`src/rtl/task_3_pkg.sv`:
```
// Shared definitions for the task_3 datapath and its controller.
// Holds the opcode encoding and the default data and address widths.
package task_3_pkg;

  localparam int DWIDTH_DEF = 8;
  localparam int AWIDTH_DEF = 5;
  localparam int OPWIDTH    = 3;

  typedef enum logic [OPWIDTH-1:0] {
    OP_HLT = 3'b000,
    OP_SKZ = 3'b001,
    OP_ADD = 3'b010,
    OP_AND = 3'b011,
    OP_XOR = 3'b100,
    OP_LDA = 3'b101,
    OP_STO = 3'b110,
    OP_JMP = 3'b111
  } opcode_e;

endpackage

```
`src/rtl/task_3_memory.sv`:
```
// Single-array program/data memory with a combinational read port.
// A program-load write takes priority over a CPU store in the same cycle.
module task_3_memory #(
  parameter int DWIDTH = 8,
  parameter int AWIDTH = 5
) (
  input  logic              clk,
  input  logic [AWIDTH-1:0] rd_addr,
  input  logic              rd_en,
  output logic [DWIDTH-1:0] rd_data,
  input  logic              wr_en,
  input  logic [AWIDTH-1:0] wr_addr,
  input  logic [DWIDTH-1:0] wr_data,
  input  logic              prog_we,
  input  logic [AWIDTH-1:0] prog_addr,
  input  logic [DWIDTH-1:0] prog_data
);

  logic [DWIDTH-1:0] mem [2**AWIDTH];

  assign rd_data = rd_en ? mem[rd_addr] : '0;

  // Contents deliberately survive reset so a loaded program is kept.
  always_ff @(posedge clk) begin
    if (prog_we) begin
      mem[prog_addr] <= prog_data;
    end else if (wr_en) begin
      mem[wr_addr] <= wr_data;
    end
  end

endmodule

```
`src/rtl/task_3_datapath.sv`:
```
// Accumulator-machine datapath: PC, IR, AC and ALU around task_3_memory.
// All sequencing strobes come from an external controller.
module task_3_datapath
  import task_3_pkg::*;
#(
  parameter int DWIDTH = DWIDTH_DEF,
  parameter int AWIDTH = AWIDTH_DEF
) (
  input  logic               clk,
  input  logic               rst,
  input  logic               sel,
  input  logic               mem_rd,
  input  logic               mem_wr,
  input  logic               load_ir,
  input  logic               load_ac,
  input  logic               load_pc,
  input  logic               inc_pc,
  input  logic               halt,
  input  logic               prog_we,
  input  logic [AWIDTH-1:0]  prog_addr,
  input  logic [DWIDTH-1:0]  prog_data,
  output logic [OPWIDTH-1:0] opcode,
  output logic               Zero,
  output logic [AWIDTH-1:0]  pc_out,
  output logic [DWIDTH-1:0]  ac_out
);

  logic [AWIDTH-1:0] pc;
  logic [DWIDTH-1:0] ir;
  logic [DWIDTH-1:0] ac;
  logic [DWIDTH-1:0] alu_res;
  logic [DWIDTH-1:0] mem_data;
  logic [AWIDTH-1:0] operand;
  logic [AWIDTH-1:0] addr;
  logic              store_en;
  opcode_e           op;

  assign operand = ir[AWIDTH-1:0];
  assign op      = opcode_e'(ir[DWIDTH-1 -: OPWIDTH]);
  assign addr    = sel ? pc : operand;

  // A store held across reset must not land once reset releases mid-cycle.
  assign store_en = mem_wr & ~halt & rst;

  task_3_memory #(
    .DWIDTH (DWIDTH),
    .AWIDTH (AWIDTH)
  ) u_mem (
    .clk       (clk),
    .rd_addr   (addr),
    .rd_en     (mem_rd),
    .rd_data   (mem_data),
    .wr_en     (store_en),
    .wr_addr   (operand),
    .wr_data   (ac),
    .prog_we   (prog_we),
    .prog_addr (prog_addr),
    .prog_data (prog_data)
  );

  always_comb begin
    alu_res = ac;
    case (op)
      OP_ADD:  alu_res = ac + mem_data;
      OP_AND:  alu_res = ac & mem_data;
      OP_XOR:  alu_res = ac ^ mem_data;
      OP_LDA:  alu_res = mem_data;
      default: alu_res = ac;
    endcase
  end

  always_ff @(posedge clk or negedge rst) begin
    if (!rst) begin
      pc <= '0;
      ir <= '0;
      ac <= '0;
    end else if (!halt) begin
      if (load_ir) ir <= mem_data;
      if (load_ac) ac <= alu_res;
      if (load_pc) begin
        pc <= operand;
      end else if (inc_pc) begin
        pc <= pc + AWIDTH'(1);
      end
    end
  end

  assign opcode = ir[DWIDTH-1 -: OPWIDTH];
  assign Zero   = (ac == '0);
  assign pc_out = pc;
  assign ac_out = ac;

endmodule

```
`config.mk`:
```
export PLATFORM = sky130hd
export DESIGN_NAME = task_3_datapath
export DESIGN_NICKNAME = d
export VERILOG_FILES = /design/src/rtl/task_3_pkg.sv /design/src/rtl/task_3_memory.sv /design/src/rtl/task_3_datapath.sv
export SDC_FILE = /design/constraint.sdc
export NUM_CORES = 1
export LEC_CHECK = 0
export ABC_AREA = 0
export ABC_CLOCK_PERIOD_IN_PS = 3300
export BUFFER_PORTS_ARGS = -buffer_cell sky130_fd_sc_hd__buf_4
export CAP_MARGIN = 20
export CORE_UTILIZATION = 45
export CTS_CLUSTER_SIZE = 14
export DETAILED_ROUTE_END_ITERATION = 8
export SLEW_MARGIN = 20
export SYNTH_ARGS = -nofsm -noshare
export SYNTH_HDL_FRONTEND = slang
export SYNTH_HIERARCHICAL = 1
export SYNTH_SLANG_ARGS = --single-unit
```
`constraint.sdc`:
```
create_clock -name clk -period 3.3 [get_ports clk]
set_clock_uncertainty 0.15 [all_clocks]
set_input_delay 0.33 -clock clk [delete_from_list [all_inputs] [get_ports clk]]
set_output_delay 0.33 -clock clk [all_outputs]
set_load 0.02 [all_outputs]
```
==> results of run 1 <==
## through the flow
step,area (sq um),std cells,utilization (%),setup TNS [ps]
2_1_floorplan,11900,636,-,-660
3_3_place_gp,13100,1065,51.4,-3450
3_5_place_dp,13100,1065,51.4,-3700
4_1_cts,14500,1139,57.2,-1050
5_1_grt,14700,1148,57.8,-1730
6_report,14700,1148,57.8,-1120
## sequential cells by signal, summed over array words and instances (netlist names)
register	cells
ir	8
u_mem/mem	256
ac_out	8
pc_out	5
## path summary, 6_finish.rpt
| path | startpoint | endpoint | slack [ps] | depth (start not counted) |
|---|---|---|---|---|
| max | ir[1]$_DFFE_PN0P_ | ac_out[5]$_DFFE_PN0P_ | -230 | 13 |
| min | inc_pc | pc_out[1]$_DFFE_PN0P_ | 30 | 4 |
| max reg2reg | ir[1]$_DFFE_PN0P_ | ac_out[5]$_DFFE_PN0P_ | -230 | 13 |
| min reg2reg | ac_out[0]$_DFFE_PN0P_ | ac_out[0]$_DFFE_PN0P_ | 490 | 1 |
| max in group asynchronous | rst | pc_out[1]$_DFFE_PN0P_ | 2670 | 2 |
| min in group asynchronous | rst | ac_out[0]$_DFFE_PN0P_ | 70 | 2 |
## where the power goes
part,total [uW],switching (uW),internal (uW)
logic,5210,2490,2710
registers,4250,209,4040
clock network,3160,1300,1850
total,12600,4000,8610
## synth_stat cells (3+ instances only)
cell type / n / area (sq um)
mux2_2: 44 / 495
o21ai_0: 12 / 60.1
a22oi_1: 9 / 67.6
mux4_2: 64 / 1440
a21oi_2: 5 / 43.8
xnor2_1: 4 / 35.0
a31oi_1: 13 / 81.3
or2_2: 8 / 50.1
nor2_1: 52 / 195
nand3_1: 11 / 55.1
a21o_1: 4 / 30.0
buf_2: 8 / 40.0
nand2_1: 13 / 48.8
nor2b_1: 4 / 25.0
a21oi_1: 14 / 70.1
dfrtp_1: 21 / 526
clkbuf_1: 7 / 26.3
mux2i_1: 14 / 140
o221ai_1: 8 / 70.1
ha_1: 9 / 113
buf_4: 7 / 52.6
edfxtp_1: 256 / 7690
buf_1: 3 / 11.3
buf_6: 9 / 101
## cells by family after synthesis
logic type | share of synthesized area, %
adders and majority gates | 1.13
buffers and inverters | 2.03
AOI/OAI and AO/OA | 4.72
and+or+nand+nor | 4.35
DFF | 69.7
muxes | 17.7
xor gates and xnor gates | 0.297
## critical path, stage by stage, from the launching register on
cell and delay [ps]:
dfrtp_1 390, mux2_4 320, buf_12 170, buf_4 140, buf_4 130, mux4_2 410, mux2_2 320, o221ai_4 210
a31oi_2 110, ha_4 280, or2_2 300, a21o_1 170, a31oi_2 210, a21oi_2 70
## cell usage in the layout, fill, tap and decap left out, types with 4 or more instances in the layout
cell / n
or2_2: 7
nand2_1: 12
mux2_2: 35
o221ai_4: 5
dlygate4sd3_1: 5
mux2i_1: 13
mux4_2: 64
a21o_1: 4
clkinv_2: 7
ha_4: 5
nor2b_1: 4
buf_4: 144
buf_12: 5
a21oi_1: 11
buf_6: 4
mux2_4: 11
nand3_1: 11
a22oi_2: 7
clkbuf_1: 5
dfrtp_1: 19
o21ai_0: 9
nor2_1: 52
clkbuf_16: 30
a31oi_4: 6
a21oi_2: 7
a31oi_1: 4
clkinv_1: 4
edfxtp_1: 256
## final cells by class
cell class	count	area, sq um
clock buffers	34	744
well taps	330	413
flip-flops and latches	277	8220
repair buffers	161	1340
clock inverters	20	189
multi-input cells	324	3760
inverters	2	7.51
fillers	1889	10700
## per-layer routing
layer,part of all wire (%),vias up,GRT usage [%]
met5,0,-,0
met4,2.4,0,6.14
met3,6.8,37,2.65
met2,48,231,33.7
met1,43,3327,29.4
li1,-,2927,-
## repair_timing
action | 4_1_cts | 5_1_grt
gates cloned | 1 | 1
gates resized for setup | 62 | 11
setup endpoints to repair | 8 | 7
pin swaps | 15 | 8
hold endpoints to repair | 26 | 0
buffers inserted | 15 | 8
hold buffers | 5 | 0
==> run metrics, run 1 <==
worst setup margin -234 ps; Die Y 164 um; antenna fix cells 0; top-level port count 41; minimum period implied by the final worst setup slack 3530 ps; TritonCTS clock tree yes; Via Count ~6500; Hold Crit Class in2reg; main flop type after synthesis edfxtp_1; vias per cell 5.68; Die ar. 0.0268 sq mm; synthesized cell area 0.0118 sq mm; pin count of the biggest net entering global routing 33; worst slew pin tran around 900 ps; Routed WL per cell roughly 23 um; number of routed nets with antenna violations 0; TritonRoute pass-1 iters 5; synth warn 6; layout cells sized above 1 between 40% and 50%; # DRC 0; hold_ws 33.4 ps; syn nets 670; GP Congestion 0.869; H-Tree Depth 1; DP HPWL between 15000 and 20000 um; total gr overflow 0; worst-path fanout max 8; Total Wirelength 26600 um; ys async rst share 7.58%; dpl ws -626 ps; VDD IR max slightly above 0.0005 V; register area share after synthesis 69.7%; #FFs+latches synth between 200 and 300; startpoint class of the critical path flop; Worst-Skew Late Latency 540 ps; crit share post-route 107%; Worst-path clk slew 60 ps; input/output buffers 40; failing checks setup timing; first-pass GRT wire length 40600 um; Arrival @ worst endpoint 3790 ps; max-cap check violation count 0; fmax 283 MHz; Horiz. Die Dim 164 um; core area 0.0254 sq mm; Clock Tree Buf Depth 3; number of global-route vias before repair 6767; All-Layer GR Usage about a fifth; Num Clock Sinks 277; nets@finish 829; Post-synth EDFFs between 200 and 300; Syn Inst Count 636; max-slew violations 0; row cnt 58; CP Capture Type flop; number of antenna violations at the first check in global routing 0; area grow syn2layout 24.6%; Worst slew margin 39.6%; syn avg cell area 18.5 sq um; Tot Pwr 12600 uW; Crit path required time 3550 ps; status finished with violations; initial core utilization a little under half; DR iter-0 viols about 660; Distinct cells, synth 51; static leakage about 0.0050 uW; critical path class reg2reg; RSZ-0062 raised after global routing yes; total CTS buffers 29; Root Driver clkbuf_16; Cell Pwr Density around 860 mW/mm^2; Fin. Hold Viols 0; Final setup viols 6
(Power assumes the default switching activity.)
==> run 2, diff against run 1 <==
--- a/config.mk
+++ b/config.mk
@@ -15,5 +15,4 @@
 export SLEW_MARGIN = 20
 export SYNTH_ARGS = -nofsm -noshare
 export SYNTH_HDL_FRONTEND = slang
-export SYNTH_HIERARCHICAL = 1
 export SYNTH_SLANG_ARGS = --single-unit
==> run 2 against run 1 <==
Effect of this change: the flow finishes with violations (DRC, setup timing); clock power grew 1%; critical path depth grew 3; non-clock buffer count grew 47; setup slack lost 90 ps; sequential cell count is the same; die area grew 2.7%; critical path type unchanged; critical endpoint is now ac_out[6]$_DFFE_PN0P_; largest cell class unchanged.
==> run metrics, run 2 <==
status finished with violations; failing checks DRC, setup timing; minimum period implied by the final worst setup slack 3620 ps (+90.2 ps); Horiz. Die Dim 166 um (+1.3%); sum of negative setup slack -1540 ps (-423 ps); Num Clock Sinks 277 (unchanged); nets@finish 1044 (+26%); top-level port count 41 (unchanged); H-Tree Depth 1 (unchanged); ys async rst share 7.58% (unchanged); Distinct cells, synth 56 (+9.8%); CP Launch Point pc_out[0]$_DFFE_PN0P_; Die Y 166 um (+1.3%); core area 0.0262 sq mm (+3.2%); Crit path depth 16 (+3); commonest cells after routing, fill and taps aside 256 x edfxtp_1, 182 x buf_4, 85 x nand2_1, 69 x mux2i_1, 54 x nor2_1; routed length on met1 14000 um (+23%); WL met3 1980 um (+9.6%); Hold Path Origin load_pc; most common cell after layout, fill and taps aside edfxtp_1; top-count cell post-synth edfxtp_1; GP Congestion 0.905 (+4.1%); first-pass GRT wire length 49700 um (+22%); #FFs+latches synth 277 (unchanged); Filler cells 1976 (+4.6%); max-slew violations 0 (unchanged); Post-synth EDFFs 256 (unchanged); top cells by count, synth 256 x edfxtp_1, 85 x nand2_1, 83 x mux2i_1; antenna fix cells 0 (unchanged); # DRC 2 (+2); CP Capture Type flop; number of routed nets with antenna violations 0 (unchanged); Worst slew margin 40.2% (+0.63 points); Worst-Skew Late Latency 560 ps (+20 ps); Reg2Reg Depth 16 (+3); largest cells by area after synthesis edfxtp_1 64%, mux2i_1 6.9%, dfrtp_1 4.3%, mux4_2 4.3%, nand2_1 2.6%; Syn Inst Count 817 (+28%); Yosys top cell by area edfxtp_1; worst-path fanout max 7 (-1); syn avg cell area 14.8 sq um (-20%); top cell type's share of synthesized area 63.5% (-1.7 points); DR iter-0 viols 752 (+15%); All-Layer GR Usage 24.0% (+3.2 points); static leakage 0.00568 uW (+14%); TritonRoute pass-1 iters 9 (+4); post-route cell area 0.0154 sq mm (+5.0%); synthesized cell area 0.0121 sq mm (+2.8%); Crit path required time 3620 ps (+70 ps); Reg with most FFs u_mem.mem; Total Wirelength 32700 um (+23%); Via Count 8125 (+25%); worst flop-to-flop path endpoint ac_out[6]$_DFFE_PN0P_; crit-path most repeated cell a21oi_2; number of antenna violations at the first check in global routing 0 (unchanged); Worst-path clk slew 70 ps (about the same); Final setup viols 6 (unchanged); DP HPWL 21400 um (+24%); met2 wire len 15700 um (+22%); max-cap check violation count 0 (unchanged); initial core utilization 46.2% (-0.19 points); DP Area 0.0138 sq mm (+5.4%); pin count of the biggest net entering global routing 33 (unchanged); area grow syn2layout 27.4%; main flop type after synthesis edfxtp_1; reg-to-reg slack, setup -320 ps (-90 ps); input/output buffers 40 (unchanged); Arrival @ worst endpoint 3950 ps (+160 ps); vias per cell 5.94 (+4.6%); register area share after synthesis 67.9% (-1.9 points); startpoint class of the critical path flop; highest metal used met4; multi-input logic area 0.00403 sq mm (+7.2%); Fin. Hold Viols 0 (unchanged); crit share post-route 110% (+2.7 points); max reg flops 256 (unchanged); Crit-path slowest cell dfrtp_2; Clock Tree Buf Depth 3 (unchanged); RSZ-0062 raised after global routing yes; reg2reg start pc_out[0]$_DFFE_PN0P_; area taken by flip-flops and latches 0.00822 sq mm (unchanged); Hold Crit Class in2reg; crit path to ac_out[6]$_DFFE_PN0P_; worst slew pin tran 892 ps (-11.7 ps); layout cells sized above 1 33.5% (-12 points); VDD IR max 0.000610 V (+18%); Root Driver clkbuf_16; Die ar. 0.0275 sq mm (+2.7%); worst setup margin -324 ps (-90.2 ps); Routed WL per cell 23.9 um (+3.2%); worst path bufs/invs 2 (-1); syn nets 851 (+27%); TritonCTS clock tree yes; number of global-route vias before repair 8069 (+19%); row cnt 59 (+1.7%); crit-path max cell delay 430 ps (+20 ps); critical path class reg2reg; crit-path leading delay family compound AO/OA/AOI/OAI gates; total CTS buffers 28 (-3.4%); synth warn 0 (-6); fmax 276 MHz (-2.5%); Cell Pwr Density 833 mW/mm^2 (-3.2%); cells along the critical path mux2i_4 > buf_12 > buf_4 > mux2i_2 > o22ai_1 > nor3_2 > o32ai_4 > ha_2 > fa_2 > a21oi_2 > o21bai_2 > a21o_1 > a21oi_2 > xor2_1 > o311a_1 > o21ai_1; total gr overflow 0 (unchanged)
-- run 2: power breakdown --
part	switching [uW]	internal, uW
sequential	246	4020
clock	1330	1870
combinational	2760	2600
-- run 2: area by class of cell --
| cell class | count | area share [%] |
|---|---|---|
| Tap cell | 335 | 2.72 |
| Sequential cell | 277 | 53.3 |
| Timing Repair Buffer | 208 | 11.6 |
| Clock buffer | 30 | 4.60 |
| Inverter | 5 | 0.122 |
| Clock inverter | 22 | 1.46 |
| Multi-Input combinational cell | 490 | 26.2 |
-- run 2: metrics by stage --
| step | total power, uW | std cells | util (%) | hold WS [ps] | setup slack [ps] |
|---|---|---|---|---|---|
| 2_1_floorplan | 6860 | 817 | - | -116 | -206 |
| 3_3_place_gp | 8670 | 1282 | 52.5 | 30.3 | -628 |
| 3_5_place_dp | 8750 | 1282 | 52.5 | 31.8 | -657 |
| 4_1_cts | 12300 | 1352 | 57.3 | 15.4 | -353 |
| 5_1_grt | 13400 | 1367 | 58.8 | 52.0 | -474 |
| 6_report | 12800 | 1367 | 58.8 | 35.6 | -324 |
-- run 2: timing repair --
action | in CTS | in global routing
endpoints found under the setup margin | 7 | 7
resized for setup | 39 | 54
endpoints found under the hold margin | 26 | 0
hold buffers | 4 | 0
pin swaps | 21 | 32
gates cloned | 2 | 1
buffers inserted | 12 | 16
-- run 2: tightest hold or removal path, stage by stage --
cell     delay, ps
buf_4          170
a21oi_1         80
o21ai_0        130
-- run 2: worst min-delay path by stage --
| stage | cells after the start | slack, ps | endpoint |
|---|---|---|---|
| final | 3 | 40 | pc_out[3]$_DFFE_PN0P_ |
| after global routing | 3 | 50 | pc_out[3]$_DFFE_PN0P_ |
| after CTS | 3 | 20 | pc_out[3]$_DFFE_PN0P_ |
| after detailed placement | 1 | 30 | pc_out[4]$_DFFE_PN0P_ |
| after global placement | 1 | 30 | pc_out[4]$_DFFE_PN0P_ |
| after floorplan | 0 | -120 | ac_out[0]$_DFFE_PN0P_ |
-- run 2: per-layer routing --
layer	up-vias	track usage (%)
met4	0	6.34
met1	4116	33.7
met3	72	2.84
li1	3594	-
met5	-	0
met2	343	39.7
-- run 2: kinds of logic (layout without fill, tap and decap cells) --
| family | Yosys count | count (layout) | synth area share, % |
|---|---|---|---|
| AOI/OAI and AO/OA | 153 | 153 | 8.78 |
| DFF | 277 | 277 | 67.9 |
| adders and majority gates | 10 | 10 | 1.10 |
| muxes | 116 | 117 | 12.2 |
| xor gates and xnor gates | 3 | 3 | 0.217 |
| buffers and inverters | 51 | 265 | 2.22 |
| and+or+nand+nor | 207 | 207 | 7.65 |
